--- src/rtl/miner_pkg.sv ---
// Shared definitions for the nonce dispatcher: FSM encoding, result frame layout
// and default miner timing.
package miner_pkg;

    localparam int unsigned NONCE_W                  = 32;
    localparam int unsigned HASH_W                   = 256;
    localparam int unsigned BYTE_W                   = 8;
    localparam int unsigned RESULT_BYTES             = 36;
    localparam int unsigned RESULT_W                 = RESULT_BYTES * BYTE_W;
    localparam int unsigned BYTE_IDX_W               = 6;
    localparam int unsigned FOUND_W                  = 16;
    localparam int unsigned CYCLES_PER_NONCE_DEFAULT = 198;

    typedef enum logic [1:0] {
        ST_IDLE   = 2'd0,
        ST_RUN    = 2'd1,
        ST_REPORT = 2'd2,
        ST_DONE   = 2'd3
    } state_t;

    // Result frame in transmit order: nonce bytes first, then hash, both MSB first.
    typedef struct packed {
        logic [NONCE_W-1:0] nonce;
        logic [HASH_W-1:0]  hash;
    } result_t;

    function automatic logic [FOUND_W-1:0] sat_inc(input logic [FOUND_W-1:0] value);
        return (value == '1) ? value : value + FOUND_W'(1);
    endfunction

endpackage

--- src/rtl/result_serializer.sv ---
// Streams a 36-byte result frame over a valid/ready byte interface, MSB byte first.
module result_serializer
    import miner_pkg::*;
(
    input  logic                clock,
    input  logic                reset,
    input  logic                load,
    input  logic [RESULT_W-1:0] payload,
    input  logic                tx_ready,
    output logic [BYTE_W-1:0]   tx_data,
    output logic                tx_valid,
    output logic                last_c
);

    logic [RESULT_W-1:0]   shreg;
    logic [RESULT_W-1:0]   shreg_next;
    logic [BYTE_IDX_W-1:0] idx;
    logic [BYTE_IDX_W-1:0] idx_next;
    logic                  valid_next;
    logic                  fire_c;

    assign fire_c  = tx_valid & tx_ready;
    assign last_c  = fire_c && (idx == BYTE_IDX_W'(RESULT_BYTES - 1));
    // Current byte always sits at the top of the shift register, so it holds while stalled.
    assign tx_data = shreg[RESULT_W-1 -: BYTE_W];

    always_comb begin
        shreg_next = shreg;
        idx_next   = idx;
        valid_next = tx_valid;
        if (load) begin
            shreg_next = payload;
            idx_next   = '0;
            valid_next = 1'b1;
        end else if (fire_c) begin
            shreg_next = {shreg[RESULT_W-BYTE_W-1:0], BYTE_W'(0)};
            if (last_c) begin
                idx_next   = '0;
                valid_next = 1'b0;
            end else begin
                idx_next = idx + BYTE_IDX_W'(1);
            end
        end
    end

    always_ff @(posedge clock) begin
        if (!reset) begin
            shreg    <= '0;
            idx      <= '0;
            tx_valid <= 1'b0;
        end else begin
            shreg    <= shreg_next;
            idx      <= idx_next;
            tx_valid <= valid_next;
        end
    end

endmodule

--- src/rtl/nonce_dispatcher.sv ---
// Sweeps nonces across a miner core, restarting it per nonce, and reports each
// successful nonce plus its hash as a 36-byte frame.
module nonce_dispatcher
    import miner_pkg::*;
#(
    parameter int unsigned CYCLES_PER_NONCE = CYCLES_PER_NONCE_DEFAULT,
    parameter logic [31:0] NONCE_START      = 32'h0000_0000,
    parameter logic [31:0] NONCE_END        = 32'hFFFF_FFFF
) (
    input  logic               clock,
    input  logic               reset,
    input  logic               start,
    input  logic               stop,
    output logic [NONCE_W-1:0] nonce,
    output logic               miner_reset,
    input  logic               hash_success,
    input  logic [HASH_W-1:0]  hash_in,
    output logic [BYTE_W-1:0]  tx_data,
    output logic               tx_valid,
    input  logic               tx_ready,
    output logic               busy,
    output logic               exhausted,
    output logic [FOUND_W-1:0] found_count
);

    localparam int unsigned CNT_W = (CYCLES_PER_NONCE > 1) ? $clog2(CYCLES_PER_NONCE) : 1;
    localparam logic [CNT_W-1:0] CNT_LAST = CNT_W'(CYCLES_PER_NONCE - 1);

    state_t             state;
    state_t             state_next;
    logic [CNT_W-1:0]   cnt;
    logic [CNT_W-1:0]   cnt_next;
    logic [NONCE_W-1:0] nonce_next;
    logic               miner_reset_next;
    logic [FOUND_W-1:0] found_next;
    logic               stop_seen;
    logic               stop_seen_next;
    logic               busy_next;
    logic               exhausted_next;
    logic               load_c;
    logic               last_c;
    result_t            result_c;

    always_comb begin
        result_c.nonce = nonce;
        result_c.hash  = hash_in;
    end

    result_serializer u_serializer (
        .clock    (clock),
        .reset    (reset),
        .load     (load_c),
        .payload  (result_c),
        .tx_ready (tx_ready),
        .tx_data  (tx_data),
        .tx_valid (tx_valid),
        .last_c   (last_c)
    );

    // Next-state and datapath updates; stop outranks success, success outranks terminal count.
    always_comb begin
        state_next       = state;
        nonce_next       = nonce;
        cnt_next         = cnt;
        miner_reset_next = 1'b0;
        found_next       = found_count;
        stop_seen_next   = stop_seen;
        load_c           = 1'b0;

        case (state)
            ST_IDLE, ST_DONE: begin
                if (start && !stop) begin
                    nonce_next       = NONCE_START;
                    cnt_next         = '0;
                    miner_reset_next = 1'b1;
                    stop_seen_next   = 1'b0;
                    state_next       = ST_RUN;
                end
            end
            ST_RUN: begin
                if (stop) begin
                    cnt_next   = '0;
                    state_next = ST_IDLE;
                end else if (hash_success && !miner_reset) begin
                    load_c         = 1'b1;
                    found_next     = sat_inc(found_count);
                    stop_seen_next = 1'b0;
                    state_next     = ST_REPORT;
                end else if (cnt == CNT_LAST) begin
                    if (nonce == NONCE_END) begin
                        state_next = ST_DONE;
                    end else begin
                        nonce_next       = nonce + NONCE_W'(1);
                        cnt_next         = '0;
                        miner_reset_next = 1'b1;
                    end
                end else begin
                    cnt_next = cnt + CNT_W'(1);
                end
            end
            ST_REPORT: begin
                stop_seen_next = stop_seen | stop;
                if (last_c) begin
                    stop_seen_next = 1'b0;
                    if (stop_seen || stop) begin
                        state_next = ST_IDLE;
                    end else if (nonce == NONCE_END) begin
                        state_next = ST_DONE;
                    end else begin
                        nonce_next       = nonce + NONCE_W'(1);
                        cnt_next         = '0;
                        miner_reset_next = 1'b1;
                        state_next       = ST_RUN;
                    end
                end
            end
            default: begin
                state_next = ST_IDLE;
            end
        endcase

        busy_next      = (state_next == ST_RUN) || (state_next == ST_REPORT);
        exhausted_next = (state_next == ST_DONE);
    end

    always_ff @(posedge clock) begin
        if (!reset) begin
            state       <= ST_IDLE;
            nonce       <= NONCE_START;
            cnt         <= '0;
            miner_reset <= 1'b0;
            found_count <= '0;
            stop_seen   <= 1'b0;
            busy        <= 1'b0;
            exhausted   <= 1'b0;
        end else begin
            state       <= state_next;
            nonce       <= nonce_next;
            cnt         <= cnt_next;
            miner_reset <= miner_reset_next;
            found_count <= found_next;
            stop_seen   <= stop_seen_next;
            busy        <= busy_next;
            exhausted   <= exhausted_next;
        end
    end

endmodule
--- config.mk ---
export PLATFORM = sky130hd
export DESIGN_NAME = nonce_dispatcher
export DESIGN_NICKNAME = d
export VERILOG_FILES = /design/src/rtl/miner_pkg.sv /design/src/rtl/result_serializer.sv /design/src/rtl/nonce_dispatcher.sv
export SDC_FILE = /design/constraint.sdc
export NUM_CORES = 1
export LEC_CHECK = 0
export ABC_AREA = 1
export CAP_MARGIN = 20
export CORE_ASPECT_RATIO = 0.9
export CORE_MARGIN = 1.5
export CORE_UTILIZATION = 40
export CTS_CLUSTER_SIZE = 30
export DETAILED_ROUTE_END_ITERATION = 12
export PLACE_DENSITY_LB_ADDON = 0.05
export SYNTH_ARGS = -nofsm -noshare
export SYNTH_HDL_FRONTEND = slang
export SYNTH_SLANG_ARGS = --single-unit
--- constraint.sdc ---
create_clock -name clock -period 2.2 [get_ports clock]
set_clock_uncertainty 0.1 [all_clocks]
set_input_delay 0.22 -clock clock [delete_from_list [all_inputs] [get_ports clock]]
set_output_delay 0.22 -clock clock [all_outputs]
set_load 0.1 [all_outputs]
==> results.toml, run 1 <==
[worst_hold_path]
hold-path-endpoint = "u_serializer.shreg[5]"
holdPathStages = 3
hold_start = "hash_in[5]"
hold_path_class = "input port to flop"

[setup_path]
end_kind = "flop"
rr_startpoint = "state[0]"
required_ns = 2.52
crit_path_start_kind = "flop"
reg2reg_to = "nonce[17]"
arrival_ns = 2.37
rrSetupSlack_ns = 0.15
path_class = "flop to flop"
crit_fanout = 18
rr_worst_depth = 10

[power]
p_leak_nw = 7.71
vdd_drop_max_mv = 0.538
powerDensity_nw_per_um2 = 730

[synthesis]
synth_edf_count = 0
netlist_area_um2 = 16500
syn_inst = 2341
synth-seq-cells = 357
ys_async_sr_fraction_pct = 0
synthFlopType = "dfxtp_1"
synth_nets = 2611
ys_warn_count = 0
ys_seq_area_share_pct = 43.4
ys_types = 41
avgSynthCellArea_um2 = 7.04

[route]
vias_per_cell = 5.27
firstDrtPassIters = 7
drc = 0
wirelength_um = 54900
wire_per_inst_um = 17.1
ant_nets = 0
route.vias.total = 16900
drtIter0Drc = 1224

[clock_network]
cts_max_level = 2
clock-sinks = 357
clockBufferDepth = 3
cts_root_buf = "clkbuf_16"
numCtsBuffers = 41
cts_tree = "done"
clk_pin_slew_ns = 0.06
insertion_delay_ns = 0.54

[cells_and_area]
area_growth_pct = 33.8
final_cells = 3201
fin_nets = 2895
layout-drive-gt1-share_pct = 12.2
num-fill-cells = 3984

[floorplan]
start_util_pct = 40.5
die_h_um = 196
die_area_um2 = 42400
core_um2 = 40600
ioPinCount = 322
die_w_um = 217
placementRows = 70

[timing]
hold_ws_ns = 0.149
tightest_slew_ns = 0.534
rsz0062_at_grt = "no"
hold_viol = 0
finalSetupViolCount = 0
finalCritPeriodShare_pct = 93.2
fmax_ghz = 0.488
final-max-slew-violation-count = 0
timing.slew.headroom_pct = 64.4
fin_crit_ns = 2.05

[place]
dp_hpwl_um = 38000
portBuffers = 321
gp_congestion = 0.910
place_inst = 3118

[grt]
antenna_found_initial = 12
grt_pass1_vias = 15800
grt_max_degree = 116
grt_remaining_overflow = 0
grt_pass1_wl_um = 85300
groute.usage.overall_pct = 24.8

[run_status]
outcome = "finished, final reports clean"

[job]
maxCapViolCount = 0
-- metal layers --
layer	routed length, µm	GRT usage [%]	part of all wire [%]	vias up
met4	971	6.12	1.8	12
met2	24300	38.1	44	466
met1	25700	35.6	47	7865
met3	3750	4.95	6.8	75
li1	-	-	-	8461
met5	72	0	0.13	-
-- cells in the final DEF, fill, tap and decap left out, types with 2 or more instances in the layout --
cell | Yosys | layout
clkbuf_1 | 121 | 10
nand4_1 | 11 | 11
dfxtp_4 | 0 | 2
o32ai_1 | 4 | 4
a31oi_1 | 13 | 13
bufinv_16 | 0 | 3
inv_8 | 0 | 2
nor3b_1 | 2 | 2
nand3_1 | 76 | 76
inv_4 | 2 | 2
nor2_1 | 151 | 149
o21bai_1 | 2 | 2
nand2_2 | 10 | 10
clkbuf_8 | 0 | 12
clkdlybuf4s50_1 | 0 | 260
o22ai_1 | 5 | 5
nand2_1 | 522 | 521
inv_2 | 5 | 3
ha_1 | 8 | 8
a21oi_1 | 526 | 526
buf_4 | 10 | 132
o21ai_1 | 4 | 5
inv_1 | 94 | 93
nand2_4 | 1 | 2
a21oi_2 | 14 | 14
o21ai_0 | 271 | 270
xnor2_1 | 7 | 7
buf_12 | 1 | 30
clkinv_2 | 0 | 4
nor2_4 | 5 | 6
xor2_1 | 16 | 16
a221oi_1 | 19 | 19
dfxtp_2 | 0 | 43
diode_2 | 0 | 6
nor3_1 | 20 | 20
dfxtp_1 | 357 | 312
clkbuf_16 | 0 | 42
nor2_2 | 6 | 7
-- report_power, final --
part	internal (mW)	total, mW	switching [mW]
Sequential	6.75	6.91	0.157
Combinational	0.958	2.10	1.15
Clock	4.27	7.07	2.80
Total	12.0	16.1	4.10
-- final cells by class --
cell class              count  area (µm²)  area share (%)
inverters                 101         398            1.81
diodes                      6        15.0          0.0681
well taps                 540         676            3.07
flip-flops and latches    357        7210            32.7
clock buffers              64        1250            5.69
repair buffers            424        4220            19.1
clock inverters             9         140           0.636
multi-input cells        1700        8130            36.9
-- cells by family (layout without fill, tap and decap cells) --
logic type               after synthesis  in the layout  share of synthesized area, %
AO/OA/AOI/OAI                        860            860                          27.2
adder cells (fa/ha/maj)                8              8                         0.608
buffers and inverters                284            598                          7.35
XOR/XNOR                              23             23                          1.22
flip-flops                           357            357                          43.4
AND/OR/NAND/NOR                      809            809                          20.3
other                                  0              6                             0
-- Yosys cell counts (2+ instances only) --
master / n / area (µm²)
a21oi_1: 526 / 2630
nand2_1: 522 / 1960
dfxtp_1: 357 / 7150
o21ai_0: 271 / 1360
nor2_1: 151 / 567
clkbuf_1: 121 / 454
inv_1: 94 / 353
nand3_1: 76 / 380
buf_2: 40 / 200
nor3_1: 20 / 100
a221oi_1: 19 / 166
xor2_1: 16 / 140
a21oi_2: 14 / 123
a31oi_1: 13 / 81.3
nand4_1: 11 / 68.8
buf_4: 10 / 75.1
nand2_2: 10 / 62.6
ha_1: 8 / 100
xnor2_1: 7 / 61.3
buf_1: 6 / 22.5
nor2_2: 6 / 37.5
inv_2: 5 / 18.8
nor2_4: 5 / 56.3
o22ai_1: 5 / 31.3
o21ai_1: 4 / 20.0
o32ai_1: 4 / 35.0
buf_6: 3 / 33.8
inv_4: 2 / 12.5
nor3b_1: 2 / 15.0
o21bai_1: 2 / 15.0
-- sequential cells by signal, indices dropped and copies added (netlist names) --
register	count
busy	1
cnt	8
exhausted	1
found_count	16
miner_reset	1
nonce	32
state	2
stop_seen	1
u_serializer.idx	6
u_serializer.shreg	288
u_serializer.tx_valid	1
-- worst max path at each step --
stage | cells after the start | end | startpoint
finish | 10 | nonce[17] | state[0]
global route | 10 | nonce[23] | nonce[0]
detailed placement | 9 | u_serializer.shreg[82] | stop
floorplan | 9 | found_count[1] | found_count[1]
CTS | 10 | nonce[23] | nonce[0]
global placement | 9 | u_serializer.shreg[82] | stop
-- worst max-delay path: stages, from the launching register on --
cell and delay (ns):
dfxtp_1 0.35, inv_1 0.09, ha_1 0.35, inv_4 0.07
buf_4 0.27, nand3_4 0.14, buf_4 0.25, nand3_1 0.16
nand2_1 0.06, nand2_1 0.06, nor2_1 0.04
-- per-stage QoR --
stage / power (mW) / util [%] / setup TNS (ns) / instance area (µm²) / setup WS (ns)
after floorplan: 8.16 / - / 0 / 16500 / 0.00833
after global placement: 9.13 / 50.7 / -0.00183 / 20600 / -0.00183
after detailed placement: 9.15 / 50.7 / 0 / 20600 / 0.00431
after CTS: 16.2 / 54.1 / 0 / 22000 / 0.141
after global routing: 16.7 / 54.2 / 0 / 22000 / 0.00975
final: 16.1 / 54.2 / 0 / 22000 / 0.150
-- repair_timing --
action                                 4_1_cts  5_1_grt
endpoints found under the hold margin        1        0
hold buffers                                 1        0
resized for setup                            0        2
setup endpoints to repair                    0       10
buffers inserted                             0        3
Power figures use the tool's default switching activity.
==> run 2, diff against run 1 <==
--- a/config.mk
+++ b/config.mk
@@ -9,7 +9,8 @@
 export CAP_MARGIN = 20
 export CORE_ASPECT_RATIO = 0.9
 export CORE_MARGIN = 1.5
-export CORE_UTILIZATION = 40
+export CORE_UTILIZATION = 30
+export CTS_BUF_LIST = sky130_fd_sc_hd__clkbuf_8
 export CTS_CLUSTER_SIZE = 30
 export DETAILED_ROUTE_END_ITERATION = 12
 export PLACE_DENSITY_LB_ADDON = 0.05
==> results.toml, run 2 (synthesized netlist as in run 1, its figures left out) <==
[route]
routed.top_layer = "met5"
vias_per_cell = 4.95
drtIter0Drc = 1295
wl_met2_um = 26700
wl_met3_um = 3470
ant_nets = 0
met1_length_um = 28100
route.vias.total = 16900
wirelength_um = 59300
wire_per_inst_um = 17.4
firstDrtPassIters = 5
drc = 0

[cells_and_area]
final_cell_mix = "526 x a21oi_1, 521 x nand2_1, 312 x dfxtp_1, 270 x o21ai_0, 260 x clkdlybuf4s50_1"
largest_reg_flops = 288
final_common_cell = "a21oi_1"
final_core_util_pct = 40.7
fin_nets = 2921
area_growth_pct = 34.1
reg_top3 = "u_serializer.shreg x288, nonce x32, found_count x16"
regMostFlops = "u_serializer.shreg"
layout-drive-gt1-share_pct = 13.1

[grt]
antenna_found_initial = 22
grt_remaining_overflow = 0
grt_max_degree = 214
grt_pass1_vias = 16300
groute.usage.overall_pct = 20.4
grt_pass1_wl_um = 91300

[power]
p_leak_nw = 7.75
intPower_mw = 11.0
switching_share_pct = 27.8
clkPwrFrac_pct = 40.6
p_seq_share_pct = 45.5
switching_power_mw = 4.23
vdd_drop_max_mv = 0.412
powerDensity_nw_per_um2 = 688
p_comb_share_pct = 13.9

[setup_path]
rr_worst_depth = 14
cp_num_buf_inv = 3
crit_family = "simple AND/OR/NAND/NOR gates"
crit_chain = "ha_1, inv_1, nor2_4, nand2_4, nor2_8, nand3_1, nand2_1, nand2_1, nand2_1, nand2_1, inv_1, ha_1, nand2_1, inv_1"
end_kind = "flop"
arrival_ns = 2.46
path_class = "flop to flop"
cpMostUsedCell = "nand2_1"
crit_path_start_kind = "flop"
required_ns = 2.61
rr_startpoint = "nonce[0]"
slowest_delay_ns = 0.38
reg2reg_to = "busy"
rrSetupSlack_ns = 0.15
crit_fanout = 7
cp_slowest_cell = "dfxtp_4"

[timing]
hold_ws_ns = 0.0729
finalCritPeriodShare_pct = 93.0
tightest_slew_ns = 0.785
fin_crit_ns = 2.05
rsz0062_at_grt = "no"
final-max-slew-violation-count = 0
finalSetupViolCount = 0
setup_tns_ns = 0
fmax_ghz = 0.489
hold_viol = 0
timing.slew.headroom_pct = 47.7

[floorplan]
core_um2 = 54300
placementRows = 81
ioPinCount = 322
die_area_um2 = 56300
die_h_um = 225
start_util_pct = 30.3
die_w_um = 250

[job]
maxCapViolCount = 0

[worst_hold_path]
hold_start = "hash_in[3]"
holdPathStages = 3
hold_path_class = "input port to flop"
hold-path-endpoint = "u_serializer.shreg[3]"

[run_status]
outcome = "finished, final reports clean"

[place]
dp_hpwl_um = 40700
portBuffers = 321
gp_congestion = 0.853

[clock_network]
cts_tree = "done"
clk_pin_slew_ns = 0.06
insertion_delay_ns = 0.63
clockBufferDepth = 3
numCtsBuffers = 67
clock-sinks = 357
cts_max_level = 3
cts_root_buf = "clkbuf_8"
-- run 2: changes by cell type in the layout (fill, tap and decap cells not counted), sizes merged --
cell      previous run  this run
bufinv               3         0
clkbuf              64        80
clkinv               5         8
clkinvlp             1         2
diode                6         9
inv                101       125
-- run 2: power groups by stage --
| stage | Sequential, mW | Combinational, mW | Clock [mW] |
|---|---|---|---|
| finish | 6.92 | 2.11 | 6.18 |
| global route | 6.94 | 2.32 | 6.67 |
| CTS | 6.91 | 2.13 | 6.40 |
| detailed placement | 7.05 | 2.12 | 0 |
| global placement | 7.05 | 2.11 | 0 |
| floorplan | 7.11 | 1.05 | 0 |
-- run 2: area by class of cell --
| type | instances | area (µm²) |
|---|---|---|
| diodes | 9 | 22.5 |
| clock buffers | 80 | 1100 |
| clock inverters | 34 | 144 |
| fillers | 5760 | 32200 |
| inverters | 101 | 398 |
| multi-input cells | 1700 | 8140 |
| flip-flops and latches | 357 | 7210 |
| well taps | 705 | 882 |
| repair buffers | 424 | 4200 |
-- run 2: worst max path at each step --
stage / start / to / slack, ns / cells after the start
final: nonce[0] / busy / 0.15 / 14
after global routing: nonce[0] / busy / 0.003 / 14
after CTS: nonce[0] / busy / 0.06 / 14
after detailed placement: stop / nonce[20] / 0.03 / 11
after global placement: stop / nonce[22] / 0.03 / 12
after floorplan: found_count[1] / found_count[1] / 0.008 / 9
-- run 2: repair_timing --
item                       in CTS  in global routing
hold buffers                    1                  0
resized for setup               0                  4
hold endpoints to repair       17                  0
setup endpoints to repair       0                 31
buffers inserted                0                  9
-- run 2: stage by stage --
| stage | std cells | instance area, µm² | setup WS [ns] | total power, mW |
|---|---|---|---|---|
| 6_report | 3410 | 22100 | 0.154 | 15.2 |
| 5_1_grt | 3405 | 22100 | 0.00270 | 15.9 |
| 4_1_cts | 3392 | 22000 | 0.0598 | 15.4 |
| 3_5_place_dp | 3277 | 20700 | 0.0310 | 9.17 |
| 3_3_place_gp | 3277 | 20700 | 0.0285 | 9.16 |
| 2_1_floorplan | 2341 | 16500 | 0.00833 | 8.16 |
-- run 2: worst reg2reg max path, delay by kind of cell (launching register included) --
kind          cells  cell delay [ns]
fa+ha+maj         2             0.40
buf+inv           3             0.20
flops             1             0.38
simple gates      9             0.86
-- run 2: layer usage --
metal,global-route usage (%),vias up
li1,-,8530
met4,5.71,24
met2,31.5,370
met1,28.0,7858
met3,5.37,92
met5,0,-
